<file path="src/rtl/rat_intr_pkg.sv">
// Shared types and constants for the RAT interrupt controller.
package rat_intr_pkg;

  typedef enum logic [1:0] {ST_IDLE, ST_REQ, ST_SERVICE} INTR_STATES;

  localparam logic [7:0] MASK_PORT_ID_DEF = 8'h40;
  localparam logic [7:0] STAT_PORT_ID_DEF = 8'h41;

  // INT_STATUS layout: {OVF, IE, INT_ID[1:0], pending[3:0]}
  localparam int STAT_OVF_BIT  = 7;
  localparam int STAT_IE_BIT   = 6;
  localparam int STAT_ID_LSB   = 4;
  localparam int STAT_PEND_LSB = 0;

  function automatic logic [1:0] lowest_idx(input logic [3:0] v);
    lowest_idx = 2'd0;
    for (int i = 3; i >= 0; i--)
      if (v[i]) lowest_idx = 2'(i);
  endfunction

endpackage

</file>
<file path="src/rtl/rat_intr_ctrl_sync_edge.sv">
// Two-flop synchronizer followed by a registered rising-edge detector.
module rat_sync_edge #(
  parameter int W = 4
) (
  input  logic         CLK,
  input  logic         RESET,
  input  logic [W-1:0] din,
  output logic [W-1:0] rise
);

  logic [W-1:0] s1, s2, s2_d;

  // rise is high for one cycle, three clocks after din goes high
  always_ff @(posedge CLK) begin
    if (RESET) begin
      s1   <= '0;
      s2   <= '0;
      s2_d <= '0;
      rise <= '0;
    end else begin
      s1   <= din;
      s2   <= s1;
      s2_d <= s2;
      rise <= s2 & ~s2_d;
    end
  end

endmodule

</file>
<file path="src/rtl/rat_intr_ctrl.sv">
// Device-side interrupt controller for the RAT MCU: sync/edge, mask, IE, request FSM.
// Optional sticky overflow flag enabled by defining RAT_INTR_OVF_EN.
module rat_intr_ctrl
  import rat_intr_pkg::*;
#(
  parameter int         NUM_SRC      = 4,
  parameter logic [7:0] MASK_PORT_ID = MASK_PORT_ID_DEF,
  parameter logic [7:0] STAT_PORT_ID = STAT_PORT_ID_DEF
) (
  input  logic               CLK,
  input  logic               RESET,
  input  logic [NUM_SRC-1:0] SRC_IN,
  input  logic               I_SET,
  input  logic               I_CLR,
  input  logic               INT_ACK,
  input  logic               IO_STRB,
  input  logic [7:0]         PORT_ID,
  input  logic [7:0]         OUT_PORT,
  output logic               INT_R_MCU,
  output logic [1:0]         INT_ID,
  output logic               IE,
  output logic [7:0]         INT_STATUS
);

  INTR_STATES         state, state_nxt;
  logic [NUM_SRC-1:0] edge_v, mask, pending, mask_eff, set_vec, clr_vec;
  logic [3:0]         pend4;
  logic [1:0]         id_nxt;
  logic               ack, mask_wr, stat_wr, ovf;
  logic               out_port_unused;

  rat_sync_edge #(.W(NUM_SRC)) u_sync_edge (
    .CLK   (CLK),
    .RESET (RESET),
    .din   (SRC_IN),
    .rise  (edge_v)
  );

  assign mask_wr         = IO_STRB && (PORT_ID == MASK_PORT_ID);
  assign stat_wr         = IO_STRB && (PORT_ID == STAT_PORT_ID);
  assign out_port_unused = ^OUT_PORT;

  // An edge coincident with a mask write is gated by the new mask
  assign mask_eff = mask_wr ? OUT_PORT[NUM_SRC-1:0] : mask;
  assign set_vec  = edge_v & mask_eff;
  assign clr_vec  = ack ? (NUM_SRC'(1) << INT_ID) : '0;

  always_comb begin
    pend4                  = '0;
    pend4[NUM_SRC-1:0]     = pending;
  end

  always_comb begin
    state_nxt = state;
    id_nxt    = INT_ID;
    ack       = 1'b0;
    case (state)
      ST_IDLE: begin
        if (IE && |pending) begin
          state_nxt = ST_REQ;
          id_nxt    = lowest_idx(pend4);
        end
      end
      ST_REQ: begin
        // Ack beats a coincident I_CLR; a bare I_CLR withdraws the request
        if (INT_ACK) begin
          ack       = 1'b1;
          state_nxt = ST_SERVICE;
        end else if (!IE || I_CLR) begin
          state_nxt = ST_IDLE;
        end
      end
      ST_SERVICE: begin
        if (I_SET || I_CLR) state_nxt = ST_IDLE;
      end
      default: state_nxt = ST_IDLE;
    endcase
  end

  always_ff @(posedge CLK) begin
    if (RESET) begin
      state     <= ST_IDLE;
      INT_R_MCU <= 1'b0;
      INT_ID    <= 2'd0;
      IE        <= 1'b0;
      mask      <= '1;
      pending   <= '0;
    end else begin
      state     <= state_nxt;
      INT_R_MCU <= (state_nxt == ST_REQ);
      INT_ID    <= id_nxt;
      if (ack || I_CLR)  IE <= 1'b0;
      else if (I_SET)    IE <= 1'b1;
      if (mask_wr)       mask <= OUT_PORT[NUM_SRC-1:0];
      // Set wins over clear so an event landing on the ack cycle survives
      pending   <= ((pending & ~clr_vec) & mask_eff) | set_vec;
    end
  end

`ifdef RAT_INTR_OVF_EN
  always_ff @(posedge CLK) begin
    if (RESET)                                  ovf <= 1'b0;
    else if (|(set_vec & pending & ~clr_vec))   ovf <= 1'b1;
    else if (stat_wr)                           ovf <= 1'b0;
  end
`else
  logic stat_wr_unused;
  assign stat_wr_unused = stat_wr;
  assign ovf            = 1'b0;
`endif

  always_comb begin
    INT_STATUS                               = '0;
    INT_STATUS[STAT_OVF_BIT]                 = ovf;
    INT_STATUS[STAT_IE_BIT]                  = IE;
    INT_STATUS[STAT_ID_LSB +: 2]             = INT_ID;
    INT_STATUS[STAT_PEND_LSB +: 4]           = pend4;
  end

endmodule

</file>
<file path="config.mk">
export PLATFORM = sky130hd
export DESIGN_NAME = rat_intr_ctrl
export DESIGN_NICKNAME = d
export VERILOG_FILES = /design/src/rtl/rat_intr_pkg.sv /design/src/rtl/rat_intr_ctrl_sync_edge.sv /design/src/rtl/rat_intr_ctrl.sv
export SDC_FILE = /design/constraint.sdc
export NUM_CORES = 1
export LEC_CHECK = 0
export CELL_PAD_IN_SITES_DETAIL_PLACEMENT = 2
export CELL_PAD_IN_SITES_GLOBAL_PLACEMENT = 2
export CORE_AREA = 2 2 69 71
export DETAILED_ROUTE_END_ITERATION = 8
export DIE_AREA = 0 0 71 73
export PLACE_DENSITY_LB_ADDON = 0.2
export SKIP_LAST_GASP = 1
export SLEW_MARGIN = 40
export SYNTH_ARGS = -nofsm -noshare
export SYNTH_HDL_FRONTEND = slang
export SYNTH_HIERARCHICAL = 1
export SYNTH_SLANG_ARGS = --single-unit
</file>
<file path="constraint.sdc">
create_clock -name CLK -period 1.45 [get_ports CLK]
set_input_delay 0.145 -clock CLK [delete_from_list [all_inputs] [get_ports CLK]]
set_output_delay 0.145 -clock CLK [all_outputs]
set_load 0.01 [all_outputs]
</file>
==> out/qor_table.md, run 1 <==
| Metric | This run |
| --- | --- |
| Status | finished, final reports clean |
| Avg Cell Area, Syn | 11.5 um^2 |
| Total Routed Length | 2860 um |
| Non-filler instance count after layout | 195 |
| Detailed-route vias per instance | 4.73 |
| Sum of buffers and inverters on the critical path | 1 |
| Worst-case setup margin in the final layout | 83.8 ps |
| Die area | 5180 um^2 |
| HP Class | flip-flop to flip-flop |
| Count of inserted antenna diode cells | 0 |
| Slew at the pin with the worst max-slew slack | 503 ps |
| Worst-case vdd ir drop | 548 uV |
| Maximum clock skew at final layout | 4.02 ps |
| Largest buffer count on any clock path | 2 |
| Proportion of power drawn by combinational gates | 0.091 |
| Total chip power | 1.88 mW |
| Die X | 71 um |
| Sequential area share after synthesis | 0.505 |
| Layout cells sized above 1 | 0.213 |
| Sw frac | 0.201 |
| Number of enable-type register cells in the synthesized netlist | 0 |
| Largest stage delay, worst path | 550 ps |
| Worst setup timing slack at the placement stage | -180 ps |
| Pin count of the biggest net entering global routing | 31 |
| Number of iterations in the first detailed-routing pass | 5 |
| Total placed instance area | 1580 um^2 |
| First-pass GRT wire length | 4650 um |
| Synthesized cell area | 1190 um^2 |
| Worst slew margin | 0.660 |
| # H-tree levels | 2 |
| Number of slew-limit violations in the final report | 0 |
| Kind of critical path | flip-flop to primary output |
| Initial drt markers | 18 |
| Count of endpoints failing setup in the final report | 0 |
| Cell with the most instances after synthesis | dfxtp_1 |
| Synth warn | 6 |
| Initial antenna violation count | 0 |
| Reported max-cap violation count | 0 |
| Internal power | 1.50 mW |
| Critical Path Sink Type | primary output |
| Psw | 0.378 mW |
| Total CTS buffers | 5 |
| Part of the total power dissipated in sequential elements | 0.459 |
| Share of flip-flops with an asynchronous set or reset | 0 |
| Area leader, netlist | dfxtp_1 |
| Synthesis-stage register bit count | 30 |
| Clk network pwr share | 0.450 |
| Cell type group with the largest total delay on the critical path | buffers and inverters |
| Final critical path time including I/O delays and setup | 1370 ps |
| Count of cell types in the netlist | 31 |
| Pwr dens | 1110 nW/um^2 |
| IO Pins | 38 |
| Post-route ant nets | 0 |
| Top cell type's share of synthesized area | 0.505 |
| Number of buffers added on ports | 32 |
| Clock root buffer | clkbuf_8 |
| Number of stages on the worst setup path | 1 |
| DRC | 0 |
| Effective utilization at floorplan | 0.262 |
| Half-perimeter wire length after detailed placement | 2170 um |
| Leakage power | 0.641 nW |
| Post-Syn Nets | 129 |
| Highest clock frequency the design can meet | 0.732 GHz |
| Gates resized, CTS repair | 2 |
| Number of sinks on the clock net | 30 |
| Hold buffer count at CTS | 0 |
| Fin area | 1700 um^2 |
| Core Box Area | 4540 um^2 |
| Most used flip-flop cell after synthesis | dfxtp_1 |
| Cells after Synth | 103 |
| CP max-delay cell | clkdlybuf4s50_1 |
| Vias in the first global route | 985 |
| Gr ovfl total | 0 |
| Wire length per cell after detailed routing | 14.7 um |
| Maximum net fanout on the critical path | 6 |
| TritonCTS clock tree | done |
| Synth cell count leaders | dfxtp_1, nor2b_1, inv_1 |
| Worst r2r path cells | 3 |
| Fin nets | 167 |
| Count of vias placed by the detailed router | 922 |
| Clock insertion delay at the later pin of the skew report | 280 ps |
| Final number of hold-violating endpoints | 0 |
| Clock slew at reported path FFs | 60 ps |
| Die outline height | 73 um |
| Number of cells on the worst hold path | 1 |
| Post-CTS repair timing setup buffer count | 0 |
| Total Routing Usage GR | 0.121 |
| Ordered cell list for the critical path | clkdlybuf4s50_1 |
| Number of core rows | 25 |
| Area delta synth->final | 43.1% |
| DP Cell Count | 188 |
| Final weighted congestion in routability-driven placement | 0.779 |
| CP Data Arrival Time | 1220 ps |
| CP Launch Type | flip-flop |
| Final critical-path share of the clock period | 0.942 |
| Cell types occupying the most area after synthesis | dfxtp_1, nor3b_2, nor2b_1, o41ai_2, a221oi_1 |
| Setup repair after global routing missed its margin | no |
| Required @ worst endpoint | 1310 ps |
[through the flow]
step | setup TNS [ps] | utilization | hold WS (ps)
floorplan | 0 | - | 217
global placement | -477 | 0.349 | 395
detailed placement | -1070 | 0.349 | 398
CTS | 0 | 0.374 | 409
global route | 0 | 0.375 | 421
finish | 0 | 0.375 | 407
[layer usage]
metal  vias up  global-route usage  share of wire
li1        447                   -              -
met1       445               0.136           0.43
met2        23               0.195           0.49
met3         7              0.0470          0.059
met4         0              0.0692          0.023
met5         -                   0              0
[power groups by stage]
| stage | Combinational, mW | Clock (mW) | Sequential (mW) |
|---|---|---|---|
| floorplan | 0.0641 | 0 | 0.880 |
| global placement | 0.168 | 0 | 0.880 |
| detailed placement | 0.174 | 0 | 0.882 |
| CTS | 0.175 | 0.880 | 0.864 |
| global route | 0.186 | 0.924 | 0.867 |
| finish | 0.172 | 0.846 | 0.864 |
[logic make-up after synthesis]
logic type	synth area share
compound gates	0.167
buf+inv	0.0568
flops	0.505
other cells	0.00315
simple gates	0.267
[cell usage in the layout (no fill, tap or decap), drive strengths merged]
master          n
clkdlybuf4s50  32
dfxtp          30
nor2b           8
inv             6
clkbuf          6
nand3b          5
a221oi          5
nor3b           5
buf             5
o41ai           5
o21ai           4
nand4           4
and2b           4
nor4b           2
nor2            2
nor3            2
a21oi           2
o31ai           2
or2             1
and4bb          1
nand4bb         1
or3             1
nand2b          1
o21a            1
o211a           1
or4b            1
nand2           1
a21o            1
conb            1
bufinv          1
[flip-flops by register name, summed over array words and instances, names as in the netlist]
register and count:
u_sync_edge/s1 4, u_sync_edge/s2_d 4, pend4 4, INT_ID 2, u_sync_edge/rise 4, mask 4
state 2, IE 1, u_sync_edge/s2 4, INT_R_MCU 1
[cell type report]
| type | instances | area [um^2] |
|---|---|---|
| inverters | 6 | 22.5 |
| well taps | 54 | 67.6 |
| repair buffers | 37 | 370 |
| clock buffers | 6 | 82.6 |
| clock inverters | 1 | 30.0 |
| multi-input cells | 61 | 520 |
| fillers | 483 | 2840 |
| flip-flops and latches | 30 | 607 |
[final timing paths]
path / startpoint / endpoint / slack [ps]
min reg2reg: u_sync_edge/s2_d[2]$_SDFF_PP0_ / u_sync_edge/rise[2]$_SDFF_PP0_ / 410
max reg2reg: pend4[2]$_SDFF_PP0_ / state[0]$_SDFF_PP0_ / 120
max: pend4[1]$_SDFF_PP0_ / INT_STATUS[1] / 80
min: u_sync_edge/s2_d[2]$_SDFF_PP0_ / u_sync_edge/rise[2]$_SDFF_PP0_ / 410
Note: power is estimated with default switching activity, not from simulation.
==> run 2, diff against run 1 <==
CAP_MARGIN = 15   (was default)
==> results of run 2 <==
Same layout as run 1: the final DEF is identical, and so are final timing and power.
==> run 3, diff against run 2 <==
ABC_AREA = 1   (was default)
CORE_AREA = 2 2 74 76   (was 2 2 69 71)
DIE_AREA = 0 0 76 78   (was 0 0 71 73)
SKIP_LAST_GASP = default   (was 1)
==> out/qor_table.md, run 3 <==
| Metric | This run |
| --- | --- |
| Fin nets | 220 |
| Total Routed Length | 3030 um |
| Leakage power | 0.786 nW |
| TritonCTS clock tree | done |
| Wire length per cell after detailed routing | 11.4 um |
| Pin count of the biggest net entering global routing | 13 |
| Number of sinks on the clock net | 30 |
| Avg Cell Area, Syn | 7.55 um^2 |
| Cell types occupying the most area after synthesis | dfxtp_1, inv_1, nand2_1, nor2_1, nand3_1 |
| Core Box Area | 5040 um^2 |
| Final TNS setup | 0 ps |
| First-pass GRT wire length | 5260 um |
| Clk network pwr share | 0.445 |
| Cell with the most instances after synthesis | inv_1 |
| Psw | 0.398 mW |
| CP Launch Type | flip-flop |
| Final number of hold-violating endpoints | 0 |
| Number of buffers added on ports | 32 |
| Half-perimeter wire length after detailed placement | 2390 um |
| CP max-delay cell | clkdlybuf4s50_1 |
| Die area | 5930 um^2 |
| Number of slew-limit violations in the final report | 0 |
| Die outline height | 78 um |
| Clock insertion delay at the later pin of the skew report | 280 ps |
| Initial drt markers | 30 |
| Worst-case vdd ir drop | 675 uV |
| Status | finished, final reports clean |
| Count of inserted antenna diode cells | 0 |
| Die X | 76 um |
| Number of enable-type register cells in the synthesized netlist | 0 |
| Setup repair after global routing missed its margin | no |
| IO Pins | 38 |
| Clock root buffer | clkbuf_8 |
| Effective utilization at floorplan | 0.240 |
| Final weighted congestion in routability-driven placement | 0.818 |
| Cells after Synth | 160 |
| Worst setup timing slack at the placement stage | 72.9 ps |
| Fin Hold WS | 379 ps |
| # H-tree levels | 2 |
| Critical Path Sink Type | primary output |
| Final critical path time including I/O delays and setup | 1390 ps |
| Vias in the first global route | 1,180 |
| Post-CTS repair timing setup buffer count | 0 |
| Most used flip-flop cell after synthesis | dfxtp_1 |
| Final critical-path share of the clock period | 0.958 |
| Layout cells sized above 1 | 0.123 |
| HP Class | input pin to flip-flop |
| DRC | 0 |
| Commonest cells after routing, fill and taps aside | inv_1, clkdlybuf4s50_1, nand2_1 |
| Core utilization of the finished layout | 0.334 |
| Area leader, netlist | dfxtp_1 |
| Area delta synth->final | 39.4% |
| Reported max-cap violation count | 0 |
| Part of the total power dissipated in sequential elements | 0.466 |
| Synthesis-stage register bit count | 30 |
| Synth cell count leaders | inv_1, nand2_1, dfxtp_1, nor2_1, nand3_1 |
| Initial antenna violation count | 0 |
| Sum of buffers and inverters on the critical path | 1 |
| Count of cell types in the netlist | 19 |
| Number of core rows | 26 |
| Internal power | 1.45 mW |
| Top cell type's share of synthesized area | 0.497 |
| Maximum net fanout on the critical path | 4 |
| Number of iterations in the first detailed-routing pass | 3 |
| Total CTS buffers | 5 |
| Detailed-route vias per instance | 4.03 |
| Clock slew at reported path FFs | 60 ps |
| Largest buffer count on any clock path | 2 |
| Synthesized cell area | 1210 um^2 |
| Sw frac | 0.215 |
| Ordered cell list for the critical path | clkdlybuf4s50_1 |
| Commonest non-fill, non-tap cell in the layout | inv_1 |
| Largest stage delay, worst path | 570 ps |
| Synth warn | 6 |
| Proportion of power drawn by combinational gates | 0.088 |
| Pwr dens | 1100 nW/um^2 |
| Required @ worst endpoint | 1310 ps |
| Count of filler cells inserted in the layout | 607 |
| Count of vias placed by the detailed router | 1,068 |
| Gr ovfl total | 0 |
| Total Routing Usage GR | 0.117 |
| Maximum clock skew at final layout | 4.74 ps |
| Hold buffer count at CTS | 0 |
| Sequential area share after synthesis | 0.497 |
| CP Data Arrival Time | 1240 ps |
| Post-Syn Nets | 186 |
| Kind of critical path | flip-flop to primary output |
| Share of flip-flops with an asynchronous set or reset | 0 |
| Count of endpoints failing setup in the final report | 0 |
| Post-route ant nets | 0 |
| Worst-case setup margin in the final layout | 61.1 ps |
| Cell type group with the largest total delay on the critical path | buffers and inverters |
| Highest clock frequency the design can meet | 0.720 GHz |
[run 3: cell count changes after synthesis, moves of 5 or more]
cell	delta
inv_1	+30
nand2_1	+30
nor2_1	+19
nand3_1	+9
nor2b_1	-8
a221oi_1	-5
nand3b_1	-5
nor2_2	+5
nor3b_2	-5
[run 3: timing repair]
| action | in CTS | in global routing |
|---|---|---|
| hold endpoints to repair | 0 | 0 |
| resized for setup | 2 | 1 |
| endpoints found under the setup margin | 4 | 1 |
[run 3: stage by stage]
stage                     instances  instance area, um^2  power [mW]
final                           265                 1690        1.85
after global routing            265                 1690        1.96
after CTS                       265                 1680        1.89
after detailed placement        257                 1580        1.05
after global placement          257                 1580        1.04
after floorplan                 160                 1210       0.954
[run 3: tightest hold or removal path, delay by kind of cell]
kind | cells | cell delay [ps]
buffers and inverters | 2 | 440
AND/OR/NAND/NOR | 1 | 30
[run 3: path summary, 6_finish.rpt]
path                                   from                             end  slack, ps  depth (start not counted)
max                     pend4[1]$_SDFF_PP0_                   INT_STATUS[1]         60                          1
min                               SRC_IN[0]    u_sync_edge/s1[0]$_SDFF_PP0_        380                          3
max reg2reg                 IE$_SDFFE_PP0P_          INT_ID[0]$_SDFFE_PP0P_        350                          6
min reg2reg  u_sync_edge/s2_d[3]$_SDFF_PP0_  u_sync_edge/rise[3]$_SDFF_PP0_        390                          1
[run 3: cell families (layout without fill, tap and decap cells)]
family / count (synthesis) / in the layout / share of synthesized area
simple gates: 75 / 75 / 0.287
buf+inv: 43 / 78 / 0.161
flops: 30 / 30 / 0.497
compound gates: 11 / 11 / 0.0518
other cells: 1 / 1 / 0.00310
[run 3: power groups by stage]
stage,logic (mW),clock network [mW],registers [mW]
finish,0.164,0.824,0.863
global route,0.184,0.909,0.865
CTS,0.168,0.857,0.863
detailed placement,0.166,0,0.881
global placement,0.158,0,0.879
floorplan,0.0730,0,0.881
[run 3: metal layers]
layer | GRT usage | vias up | part of all wire
met2 | 0.220 | 23 | 0.55
li1 | - | 533 | -
met5 | 0 | - | 0
met4 | 0.0855 | 0 | 0.040
met1 | 0.105 | 502 | 0.36
met3 | 0.0372 | 10 | 0.047
[run 3: final cells by class]
type                            count  area (um^2)  area share
Sequential cell                    30          604       0.359
Clock buffer                        7         76.3      0.0453
Timing Repair Buffer               33          328       0.195
Inverter                           37          146      0.0869
Clock inverter                      1         30.0      0.0178
Tap cell                           70         87.6      0.0520
Multi-Input combinational cell     87          413       0.245
